$ cat src/rtl/mmio_uart_tx.sv
// mmio_uart_tx: memory-mapped 8N1 UART transmitter with a byte FIFO and a status register.
module mmio_uart_tx #(
  parameter logic [31:0] BASE_ADR     = 32'hFFFF_0000,
  parameter int          CLKS_PER_BIT = 16,
  parameter int          FIFO_DEPTH   = 4
) (
  input  logic        clk,
  input  logic        reset,
  input  logic        MemWrite,
  input  logic [31:0] DataAdr,
  input  logic [31:0] WriteData,
  output logic [31:0] IoReadData,
  output logic        Hit,
  output logic        tx,
  output logic        busy
);
  localparam int AW = $clog2(FIFO_DEPTH);
  localparam int CW = AW + 1;
  localparam int BW = $clog2(CLKS_PER_BIT);
  typedef enum logic [1:0] {IDLE, START, DATA, STOP} state_t;
  state_t          state_q, state_d;
  logic [BW-1:0]   baud_q, baud_d;
  logic [2:0]      idx_q, idx_d;
  logic [7:0]      shift_q, shift_d;
  logic            tx_q, tx_d, busy_q, busy_d, overflow_q, overflow_d;
  logic [AW-1:0]   wr_ptr_q, wr_ptr_d, rd_ptr_q, rd_ptr_d;
  logic [CW-1:0]   count_q, count_d;
  logic [7:0]      mem_q [FIFO_DEPTH];
  logic            sel_data, sel_stat, full, empty, push_req, push, pop, bit_end;
  logic            unused_ok;
  assign unused_ok  = ^WriteData[31:8];
  assign sel_data   = DataAdr == BASE_ADR;
  assign sel_stat   = DataAdr == BASE_ADR + 32'd4;
  assign full       = count_q == CW'(FIFO_DEPTH);
  assign empty      = count_q == '0;
  assign push_req   = MemWrite && sel_data;
  // A pop in the same cycle frees the slot, so a push into a full FIFO still lands.
  assign push       = push_req && (!full || pop);
  assign bit_end    = baud_q == BW'(CLKS_PER_BIT - 1);
  assign Hit        = sel_data || sel_stat;
  assign IoReadData = sel_stat ? {24'd0, 4'(count_q), overflow_q, busy_q, empty, full} : 32'd0;
  assign tx         = tx_q;
  assign busy       = busy_q;
  always_comb begin
    state_d = state_q;
    idx_d   = idx_q;
    shift_d = shift_q;
    tx_d    = tx_q;
    pop     = 1'b0;
    baud_d  = (state_q == IDLE || bit_end) ? '0 : baud_q + BW'(1);
    case (state_q)
      IDLE: if (!empty) begin
        pop     = 1'b1;
        shift_d = mem_q[rd_ptr_q];
        state_d = START;
        tx_d    = 1'b0;
      end
      START: if (bit_end) begin
        state_d = DATA;
        idx_d   = '0;
        tx_d    = shift_q[0];
      end
      DATA: if (bit_end) begin
        if (idx_q == 3'd7) begin
          state_d = STOP;
          tx_d    = 1'b1;
        end else begin
          shift_d = shift_q >> 1;
          idx_d   = idx_q + 3'd1;
          tx_d    = shift_q[1];
        end
      end
      STOP: if (bit_end) begin
        if (!empty) begin
          pop     = 1'b1;
          shift_d = mem_q[rd_ptr_q];
          state_d = START;
          tx_d    = 1'b0;
        end else begin
          state_d = IDLE;
          tx_d    = 1'b1;
        end
      end
      default: state_d = IDLE;
    endcase
    busy_d     = state_d != IDLE;
    wr_ptr_d   = wr_ptr_q + AW'(push);
    rd_ptr_d   = rd_ptr_q + AW'(pop);
    count_d    = count_q + CW'(push) - CW'(pop);
    overflow_d = (MemWrite && sel_stat) ? 1'b0 : (push_req && full && !pop) ? 1'b1 : overflow_q;
  end
  always_ff @(posedge clk or negedge reset)
    if (!reset) begin
      state_q    <= IDLE;
      baud_q     <= '0;
      idx_q      <= '0;
      shift_q    <= '0;
      tx_q       <= 1'b1;
      busy_q     <= 1'b0;
      overflow_q <= 1'b0;
      wr_ptr_q   <= '0;
      rd_ptr_q   <= '0;
      count_q    <= '0;
    end else begin
      state_q    <= state_d;
      baud_q     <= baud_d;
      idx_q      <= idx_d;
      shift_q    <= shift_d;
      tx_q       <= tx_d;
      busy_q     <= busy_d;
      overflow_q <= overflow_d;
      wr_ptr_q   <= wr_ptr_d;
      rd_ptr_q   <= rd_ptr_d;
      count_q    <= count_d;
    end
  always_ff @(posedge clk)
    if (push) mem_q[wr_ptr_q] <= WriteData[7:0];
endmodule
$ cat config.mk
export PLATFORM = sky130hd
export DESIGN_NAME = mmio_uart_tx
export DESIGN_NICKNAME = d
export VERILOG_FILES = /design/src/rtl/mmio_uart_tx.sv
export SDC_FILE = /design/constraint.sdc
export NUM_CORES = 1
export LEC_CHECK = 0
export BUFFER_PORTS_ARGS = -buffer_cell sky130_fd_sc_hd__buf_2
export CORE_MARGIN = 3
export CORE_UTILIZATION = 47
export CTS_BUF_LIST = sky130_fd_sc_hd__clkbuf_4 sky130_fd_sc_hd__clkbuf_8
export CTS_CLUSTER_SIZE = 12
export DETAILED_ROUTE_END_ITERATION = 10
export HOLD_SLACK_MARGIN = 0.15
export PLACE_DENSITY = 0.9
export SYNTH_ARGS = -nofsm -noshare
export SYNTH_HDL_FRONTEND = slang
export SYNTH_SLANG_ARGS = --single-unit
$ cat constraint.sdc
create_clock -name clk -period 2.29 [get_ports clk]
set_input_delay 0.5725 -clock clk [delete_from_list [all_inputs] [get_ports clk]]
set_output_delay 0.5725 -clock clk [all_outputs]
set_load 0.02 [all_outputs]
# After elaboration in Yosys (flattened, before gate mapping)
# Memory sizes are Yosys's and may differ from the RTL's.
# Cells that the tools add are included.
# W data, S select, Z words.
[word_totals] regBits=27 ram_bits=32 inputBits=67 output_inout_bits=35 elab_cells=81 memories=1
[mem_list] memory="mem_q" words=4 word_bits=8 rd=1 rd_ports_with_merged_regs=0 write_ports=1 line="28" text="logic [7:0] mem_q [FIFO_DEPTH];"
[op_classes] addsub=6 n_eq_ne=13 muxes=32 reduce_logical=19
[op_table] operator="$eq A32 B32 Y1 const B" n=2
[op_table] operator="$mux W8" n=4
[op_table] operator="$pmux W8 S3" n=1
[op_table] operator="$mux W1" n=13
[op_table] operator="$reduce_and A4 Y1" n=3
[op_table] operator="$mux W2" n=5
[op_table] operator="$ne A2 B2 Y1 const B" n=5
[op_table] operator="$mux W3" n=3
[op_table] operator="$pmux W2 S4" n=1
[op_table] operator="$mux W7" n=1
[op_table] operator="$eq A3 B3 Y1 const B" n=2
[op_table] operator="$pmux W3 S2" n=1
[op_table] operator="$reduce_bool A2 Y1" n=3
[op_table] operator="$logic_and A1 B1 Y1" n=5
[op_table] operator="$add A2 B1 Y2" n=2
[op_table] operator="$add A4 B1 Y4 const B" n=1
[op_table] operator="$eq A2 B2 Y1 const B" n=2
[op_table] operator="$eq A4 B4 Y1 const B" n=1
[op_table] operator="$mux W4" n=1
[op_table] operator="$pmux W1 S4" n=1
[op_table] operator="$add A3 B1 Y3" n=1
[op_table] operator="$add A3 B1 Y3 const B" n=1
[op_table] operator="$logic_not A3 Y1" n=1
[op_table] operator="$logic_or A1 B1 Y1" n=3
[op_table] operator="other kinds (6)" n=7

# Longest topological paths before layout
# Gate-level depths: netlist of run 1.
[depth] depth_word=8 depth_mapped=12 mapped_depth_nobuf=12

# Least setup slack after synthesis of run 1
# No wires, ideal clock.
[synth_timing] kind="input port to flip-flop" start="input port DataAdr[13]" end="register count_q[2]" setup_time_ns=0.127 arrival_ns=2.733 required_ns=2.163 slack_ns=-0.569 path_stages=10 path_buffers=0 cell_sequence="or4b_4 nor4_4 nand4b_4 ha_1 inv_1 ha_1 inv_1 fa_1 xnor2_1 xnor2_1"
[synth_via] elab_chain_cells=5
[synth_rtl] element="from (decl)" line="10" text="input logic [31:0] DataAdr,"
[synth_rtl] element="$eq A32 B32 Y1" line="32" text="assign sel_data = DataAdr == BASE_ADR;"
[synth_rtl] element="$logic_and A1 B1 Y1" line="36" text="assign push_req = MemWrite && sel_data;"
[synth_rtl] element="$logic_and A1 B1 Y1" line="38" text="assign push = push_req && (!full || pop);"
[synth_rtl] element="$add A3 B1 Y3" line="89" text="count_d = count_q + CW'(push) - CW'(pop);"
[synth_rtl] element="$sub A3 B1 Y3" line="89"
[synth_rtl] element="named net count_d[2]" line="27" text="logic [CW-1:0] count_q, count_d;"
[synth_rtl] element="to (signal assigned)" line="114" text="count_q <= count_d;"
[synth_rtl] element="to (decl)" line="27"
# The timed path passes the listed nets, and every way through them passes these cells.
# A chain may end at the register's enable or synchronous reset.

# Final worst setup path of run 1
# Same ends and word-level chain as after synthesis.

==> run_results.csv, run 1 <==
group,metric,value,unit
setup_path,cp_max_fo,3,
timing,fin_worst_skew,7.10,ps
routing,drcViolationCount,0,
routing,totalWireLength,5990,um
synth,ys_ff_latch,59,
routing,vias,1979,
setup_path,cp_data_required_time,2520,ps
global_routing,grt_usage,17.4,%
final_layout,multi_input_area,1350,um^2
pwr,power_leakage,1.78,nW
timing,fin_ws,-351,ps
synth,synth-edff-count,32,
global_routing,grt_overflow,0,
synth,synthTopCellsByCount,"edfxtp_1 (32), dfrtp_1 (26), buf_4 (25)",
setup_path,crit_slowest_cell,"or4b_4",
placement,gp_congestion,0.796,
clock_network,clk_pin_slew,70,ps
timing,hold_ws,232,ps
pwr,swShare,21.2,%
timing,hold_violations,0,
pwr,peakVddDrop,662,uV
final_layout,finalNetCount,380,
final_layout,seq_area,1640,um^2
die,initial_utilization,49.8,%
timing,fin_crit,2640,ps
global_routing,grt_pass1_vias,2042,
die,io_pins,102,
die,die_y,86.3,um
status,violations,"negative setup slack",
clock_network,cts_tree,"done",
setup_path,arrival,2870,ps
timing,final-setup-viol-count,43,
die,fp.coreArea,6100,um^2
synth,ys_warn_count,0,
final_layout,syn_to_final_growth,29.2,%
pwr,seqPwrFrac,46.9,%
synth,seq_area_frac_synth,54.0,%
setup_path,cp-start-kind,"input pin",
routing,ant_nets,0,
global_routing,grt_max_degree,28,
setup_path,cp_cell_sequence,"buf_6 > or4b_4 > nor4_4 > buf_4 > nand4b_4 > ha_4 > inv_2 > ha_4 > inv_2 > fa_2 > xnor2_2 > xnor2_1",
routing,first_pass_iters,4,
timing,tightest_slew,599,ps
clock_network,cts_sinks,59,
timing,fmax,379,MHz
placement,dpl.hpwl,4150,um
routing,first_iter_violations,95,
placement,io_buffers,52,
pwr,clkPwrFrac,48.9,%
timing,rsz0062_at_grt,"true",
clock_network,cts_root_buf,"clkbuf_8",
global_routing,grt_antenna_before_repair,0,
clock_network,htreeDepth,3,
pwr,p_sw,507,uW
final_layout,drive_gt1_share,48.5,%
synth,syn_inst,217,
routing,wl_per_cell,15.8,um
global_routing,grt_pass1_wl,9780,um
final_layout,final_util,64.3,%
setup_path,end_kind,"register",
synth,yosysMostFrequentCell,"edfxtp_1",
clock_network,clock_latency,340,ps
pwr,p_per_area,610,nW/um^2
synth,yosysTopAreaCell,"edfxtp_1",
status,status,"finished with violations",
setup_path,crit_type,"input pin to register",
timing,relSlewSlack,60.1,%
min_path,hold_path.class,"input pin to async pin",
die,dieArea,7460,um^2
placement,post-place-ws,-662,ps
pwr,p_int,1.88,mW
routing,viasPerCell,5.21,
final_layout,diodes,0,
synth,yosysUniqueCellTypes,52,
die,die_width,86.3,um
setup_path,cpPeakStageDelay,530,ps
synth,synthArstFlopShare,45.8,%
timing,finalCritPeriodShare,115,%
synth,yosysTopAreaCellShare,31.7,%
synth,syn_avg_cell_area,14.0,um^2
run,maxCapViolations,0,
clock_network,clk_path_buf_depth,2,
clock_network,cts_buffers,9,
die,num_rows,28,
synth,yosys_most_used_dff,"edfxtp_1",
timing,slew_violations,0,
final_layout,nFillCells,412,
synth,synthTopCellsByArea,"edfxtp_1 (32%), dfrtp_1 (21%), buf_4 (6.2%)",
pwr,combPwrFrac,4.2,%
synth,synth_area,3030,um^2
power by group through the flow:
stage               registers [mW]  logic, mW  clock network [mW]
floorplan                     1.14     0.0759                   0
global placement              1.14     0.0944                   0
detailed placement            1.14     0.0970                   0
CTS                           1.12     0.0990                1.19
global route                  1.12      0.112                1.24
finish                        1.12      0.101                1.17
placed cells by master, fill, tap and decap left out, types with 3 or more instances in the layout:
cell and instances:
bufinv_16 3, edfxtp_1 32, conb_1 25, clkbuf_8 9, a22o_1 4, and3_4 6, buf_2 42, dfrtp_1 26
a31oi_1 4, o21ai_0 4, ha_1 10, a21o_1 3, nor3_1 6, nor2_1 3, nand2_1 5, inv_2 4
mux2_2 15, mux4_2 8, buf_4 23, inv_1 3, buf_6 16
critical path: cells and delay by family:
| kind | cells | cell delay, ps |
|---|---|---|
| buf+inv | 4 | 370 |
| xor+xnor | 2 | 270 |
| fa+ha+maj | 3 | 720 |
| simple gates | 3 | 950 |
final cells by class:
class / count / area share [%]
multi-input cells: 142 / 34.5
inverters: 7 / 0.670
well taps: 75 / 2.39
flip-flops and latches: 59 / 41.8
repair buffers: 81 / 14.4
clock buffers: 9 / 3.16
clock inverters: 7 / 3.13
final timing paths:
| kind | startpoint | to | slack, ps | depth (start not counted) |
|---|---|---|---|---|
| setup / recovery | DataAdr[13] | count_q[2] | -350 | 12 |
| hold / removal | reset | baud_q[3] | 230 | 1 |
| setup reg to reg | state_q[0] | count_q[2] | -200 | 10 |
| hold reg to reg | shift_q[6] | shift_q[6] | 510 | 1 |
| max in group asynchronous | reset | baud_q[0] | 1650 | 1 |
| min in group clk | WriteData[2] | mem_q[2][2] | 450 | 1 |
kinds of logic after synthesis:
logic type	after synthesis	synth area share, %
flip-flops	59	54.0
AND/OR/NAND/NOR	49	12.0
buffers and inverters	40	8.37
AO/OA/AOI/OAI	26	6.60
multiplexers	24	11.9
adder cells (fa/ha/maj)	13	5.61
XOR/XNOR	5	1.44
other	1	0.124
state kept, by name (all words and copies together) (netlist names):
name / count
idx_q: 3
shift_q: 8
rd_ptr_q: 2
count_q: 3
baud_q: 4
wr_ptr_q: 2
busy: 1
state_q: 2
mem_q: 32
overflow_q: 1
tx: 1
metrics by stage:
| stage | setup TNS [ps] | power, mW | instance area (um^2) | std cells |
|---|---|---|---|---|
| 5_1_grt | -10680 | 2.47 | 3920 | 380 |
| 2_1_floorplan | -8910 | 1.22 | 3170 | 241 |
| 4_1_cts | -6050 | 2.41 | 3850 | 378 |
| 3_5_place_dp | -14090 | 1.24 | 3480 | 359 |
| 3_3_place_gp | -12320 | 1.24 | 3480 | 359 |
| 6_report | -8290 | 2.39 | 3920 | 380 |
what timing repair did:
action / 4_1_cts / 5_1_grt
buffers inserted: 3 / 3
hold buffers: 0 / 0
endpoints found under the setup margin: 10 / 43
pin swaps: 5 / 10
gates resized for setup: 28 / 13
per-layer routing:
metal  vias up  wire length [um]  GRT usage, %
met5         -                 0             0
met4         0               110          9.07
met3        10               240          3.61
met2        58              3280          31.0
met1       980              2360          19.6
li1        931                 -             -
(Power assumes the default switching activity.)
==> run 2, diff against run 1 <==
Settings changed: CORE_UTILIZATION 47 to 52, PLACE_DENSITY 0.9 to 0.94.
Clock period 2.29 ns to 3 ns, I/O delays scaled along.
==> run 2 against run 1 <==
  * The flow now finishes without violations
  * First-iteration DRC count grew 11%
  * Global-route usage grew 1.2 points
  * Register-to-register slack gained 420 ps
  * Hold slack gained 190 ps
  * Clock power shrank 35%
  * Utilization grew 0.70 points
  * Combinational power shrank 24%
  * Sequential power shrank 24%
  * Highest routed layer unchanged
==> run_results.csv, run 2 (same netlist as run 1, synthesis figures left out) <==
group,metric,value,unit
status,status,"complete, no violations",
clock_network,cts_root_buf,"clkbuf_8",
final_layout,drive_gt1_share,41.1,%
setup_path,cp-start-kind,"input pin",
min_path,hold_path.class,"input pin to async pin",
setup_path,crit_type,"input pin to primary output",
routing,vias,1947,
final_layout,diodes,0,
global_routing,grt_antenna_before_repair,0,
clock_network,clk_path_buf_depth,2,
global_routing,grt_overflow,0,
setup_path,critPathLaunch,"DataAdr[15]",
timing,slew_violations,0,
die,io_pins,102,
global_routing,grt_pass1_vias,1970,
die,dieArea,6790,um^2
timing,fmax,338,MHz
setup_path,cpMostUsedCell,"buf_6",
final_layout,finalNetCount,360,
die,initial_utilization,54.4,%
setup_path,crit_slowest_cell,"or4b_4",
global_routing,met1_usage,21.1,%
timing,fin_ws,41.3,ps
final_layout,top_register,"mem_q",
pwr,power_leakage,1.67,nW
clock_network,cts_tree,"done",
final_layout,largest_register_ffs,32,
run,maxCapViolations,0,
clock_network,clock_latency,330,ps
final_layout,syn_to_final_growth,19.4,%
routing,totalWireLength,5820,um
placement,dpl.hpwl,4020,um
pwr,peakVddDrop,480,uV
global_routing,grtUsageMet2,32.7,%
global_routing,grt_pass1_wl,9250,um
setup_path,arrival,2210,ps
global_routing,grt_usage,18.6,%
setup_path,r2r_end,"count_q[2]",
global_routing,grt_max_degree,28,
routing,ant_nets,0,
die,fp.coreArea,5570,um^2
die,num_rows,27,
routing,first_iter_violations,105,
global_routing,globalRouteMet3Util,6.62,%
pwr,p_per_area,468,nW/um^2
timing,hold_ws,417,ps
clock_network,clk_pin_slew,70,ps
timing,fin_worst_skew,6.03,ps
setup_path,end_kind,"primary output",
routing,drcViolationCount,0,
routing,first_pass_iters,4,
setup_path,r2r_cells,11,
final_layout,final_cell_mix,"buf_2 (44), edfxtp_1 (32), dfrtp_1 (26)",
die,die_y,82.4,um
timing,relSlewSlack,51.8,%
die,die_width,82.4,um
timing,tightest_slew,722,ps
setup_path,critical_path_buf_inv_count,2,
setup_path,r2r_slack,220,ps
setup_path,cp_cell_sequence,"buf_6 > or4b_4 > nor4_4 > and2_4 > and3_4 > buf_6",
setup_path,cpPeakStageDelay,530,ps
setup_path,crit_family,"simple AND/OR/NAND/NOR gates",
global_routing,busiest_layer,"met2",
final_layout,top_regs,"mem_q (32), shift_q (8), baud_q (4)",
final_layout,nFillCells,377,
timing,hold_violations,0,
timing,fin_crit,2960,ps
setup_path,cp_data_required_time,2250,ps
clock_network,cts_sinks,59,
placement,gp_congestion,0.775,
setup_path,cp_max_fo,8,
timing,final-setup-viol-count,0,
clock_network,cts_buffers,9,
setup_path,r2r-start,"state_q[0]",
clock_network,htreeDepth,3,
placement,io_buffers,52,
timing,finalCritPeriodShare,98.6,%
routing,wl_per_cell,16.3,um
placement,post-place-ws,-207,ps
timing,rsz0062_at_grt,"true",
routing,viasPerCell,5.45,
final_layout,mostFrequentLayoutCell,"buf_2",
-- run 2: cell types whose count changed in the layout (fill, tap and decap cells not counted), moves of 2 or more --
cell      delta
buf_2        +2
buf_4       -13
buf_6        -9
clkinv_1     +2
inv_1        +3
inv_2        -3
inv_6        -2
nor2_1       +2
nor2_4       -2
nor3b_2      +2
nor3b_4      -2
-- run 2: worst register-to-register path, cell delays in order (launching register included) --
cell     delay (ps)
dfrtp_1         440
inv_1           140
ha_1            300
a41oi_1         100
nor3_1          530
ha_4            290
inv_1            50
ha_1            130
inv_1            50
fa_2            350
xnor2_2         150
xnor2_1         120
-- run 2: repair_timing --
action,4_1_cts,5_1_grt
pin swaps,3,4
setup buffers,1,1
hold buffers,0,0
setup endpoints to repair,7,8
endpoints found under the hold margin,0,0
resized for setup,10,13
-- run 2: how the worst max path moves through the flow --
| stage | to | slack, ps | depth (start not counted) |
|---|---|---|---|
| finish | IoReadData[4] | 40 | 6 |
| global route | IoReadData[3] | -10 | 6 |
| CTS | IoReadData[2] | 3 | 6 |
| detailed placement | count_q[2] | -210 | 11 |
| global placement | count_q[2] | -160 | 11 |
| floorplan | count_q[2] | -40 | 10 |
-- run 2: area by class of cell --
class / count / area (um^2) / area share (%)
inverter: 7 / 26.3 / 0.725
multi-input combinational: 142 / 1280 / 35.4
clock inverter: 6 / 80.1 / 2.21
sequential: 59 / 1640 / 45.2
tap: 72 / 90.1 / 2.49
timing repair buffer: 61 / 374 / 10.3
clock buffer: 10 / 131 / 3.63
-- run 2: report_power, final --
group,switching (mW),internal [mW]
registers,0.000000000486,0.856
clock network,0.294,0.470
logic,0.0523,0.0249
total,0.346,1.35
-- run 2: per-stage QoR --
stage	utilization, %	setup TNS (ps)	area [um^2]	instances	power [mW]
2_1_floorplan	-	-36.9	3120	241	0.930
3_3_place_gp	59.2	-748	3300	339	0.943
3_5_place_dp	59.2	-1120	3300	339	0.945
4_1_cts	63.7	0	3550	356	1.70
5_1_grt	65.0	-38.5	3620	357	1.76
6_report	65.0	0	3620	357	1.70
-- run 2: metal layers --
metal,part of all wire [%],wire (um)
met1,38,2200
met2,55,3180
met3,5.8,337
met4,1.8,105
met5,0,0
==> run 3, diff against run 2 <==
Settings changed: RECOVER_POWER from default to 25.
==> run 3 against run 2 <==
  * Setup slack improved by 2.0 ps
  * Hold slack improved by 1.9 ps
  * Final cell count unchanged
  * Largest cell class unchanged
  * Highest routed layer unchanged
==> run_results.csv, run 3 (same netlist as run 1, synthesis figures left out) <==
group,metric,value,unit
routing,vias,1936,
setup_path,r2r_cells,11,
routing,totalWireLength,5840,um
timing,rsz0062_at_grt,"true",
die,num_rows,27,
final_layout,final_cell_mix,"buf_2 (36), edfxtp_1 (32), dfrtp_1 (26)",
timing,fmax,338,MHz
setup_path,r2r_end,"count_q[2]",
timing,slew_violations,0,
timing,fin_worst_skew,6.13,ps
final_layout,largest_register_ffs,32,
setup_path,crit_type,"input pin to primary output",
pwr,peakVddDrop,478,uV
clock_network,clk_path_buf_depth,2,
clock_network,cts_buffers,9,
setup_path,arrival,2210,ps
timing,finalCritPeriodShare,98.6,%
min_path,hold_path.class,"input pin to async pin",
global_routing,grt_pass1_vias,1970,
setup_path,cp_max_fo,8,
final_layout,top_regs,"mem_q (32), shift_q (8), baud_q (4)",
clock_network,cts_sinks,59,
timing,final-setup-viol-count,0,
routing,first_iter_violations,104,
final_layout,nFillCells,381,
status,status,"complete, no violations",
die,die_y,82.4,um
pwr,power_leakage,1.64,nW
clock_network,clk_pin_slew,70,ps
run,maxCapViolations,0,
routing,ant_nets,0,
placement,dpl.hpwl,4020,um
die,io_pins,102,
final_layout,drive_gt1_share,38.2,%
pwr,p_per_area,469,nW/um^2
setup_path,cp_data_required_time,2250,ps
global_routing,grt_antenna_before_repair,0,
global_routing,grt_max_degree,28,
timing,fin_crit,2960,ps
timing,relSlewSlack,52.2,%
die,die_width,82.4,um
pwr,power,1.69,mW
setup_path,critPathLaunch,"DataAdr[15]",
routing,first_pass_iters,4,
final_layout,mostFrequentLayoutCell,"buf_2",
final_layout,fin_cells,357,
timing,tightest_slew,717,ps
clock_network,cts_root_buf,"clkbuf_8",
clock_network,clock_latency,320,ps
clock_network,cts_tree,"done",
setup_path,cp-start-kind,"input pin",
placement,gp_congestion,0.775,
final_layout,finalNetCount,360,
final_layout,top_register,"mem_q",
clock_network,ctsHoldBuffers,0,
die,fp.coreArea,5570,um^2
placement,place_inst,339,
die,dieArea,6790,um^2
global_routing,grt_pass1_wl,9250,um
routing,viasPerCell,5.42,
routing,wl_per_cell,16.4,um
setup_path,end_kind,"primary output",
die,initial_utilization,54.4,%
final_layout,syn_to_final_growth,19.1,%
clock_network,htreeDepth,3,
global_routing,grt_usage,18.6,%
final_layout,diodes,0,
timing,hold_violations,0,
routing,drcViolationCount,0,
setup_path,r2r-start,"state_q[0]",
setup_path,r2r_slack,220,ps
placement,io_buffers,52,
global_routing,grt_overflow,0,
run 3: cell types whose count changed in the layout (fill, tap and decap cells not counted), sizes merged:
cell,before,now
buf,61,53
clkbuf,10,18
run 3: cell type report:
type | count | area (um^2) | share of cell area (%)
flip-flops and latches | 59 | 1640 | 45.3
multi-input cells | 142 | 1280 | 35.5
repair buffers | 61 | 364 | 10.1
well taps | 72 | 90.1 | 2.49
clock inverters | 6 | 80.1 | 2.22
clock buffers | 10 | 131 | 3.64
inverters | 7 | 26.3 | 0.727
run 3: worst max-delay path by stage:
| stage | to | slack [ps] |
|---|---|---|
| after floorplan | count_q[2] | -40 |
| after global placement | count_q[2] | -160 |
| after detailed placement | count_q[2] | -210 |
| after CTS | IoReadData[2] | 3 |
| after global routing | IoReadData[3] | -10 |
| final | IoReadData[4] | 40 |
run 3: through the flow:
stage	hold slack [ps]	setup TNS, ps	cell area [um^2]	setup slack, ps	utilization [%]
floorplan	454	-36.9	3120	-36.9	-
global placement	485	-748	3300	-161	59.2
detailed placement	491	-1120	3300	-207	59.2
CTS	435	0	3550	2.97	63.7
global route	440	-38.5	3610	-11.3	64.8
finish	419	0	3610	43.3	64.8
run 3: power by group:
part,switching [mW],internal [mW]
Combinational,0.0524,0.0234
Sequential,0.000000000487,0.856
Clock,0.292,0.470
run 3: worst max-delay path, stage by stage:
cell	delay (ps)
buf_6	90
or4b_4	530
nor4_4	270
and2_4	250
and3_4	200
buf_6	110
run 3: routing by layer:
metal	share of wire (%)	vias to the layer above	global-route usage [%]
li1	-	890	-
met1	38	968	21.1
met2	55	68	32.7
met3	5.6	10	6.62
met4	1.7	0	5.81
met5	0	-	0
run 3: repair_timing:
| action | in CTS | in global routing |
|---|---|---|
| endpoints found under the setup margin | 7 | 8 |
| resized for setup | 10 | 13 |
| pin swaps | 3 | 4 |
| setup buffers | 1 | 1 |
| endpoints found under the hold margin | 0 | 0 |
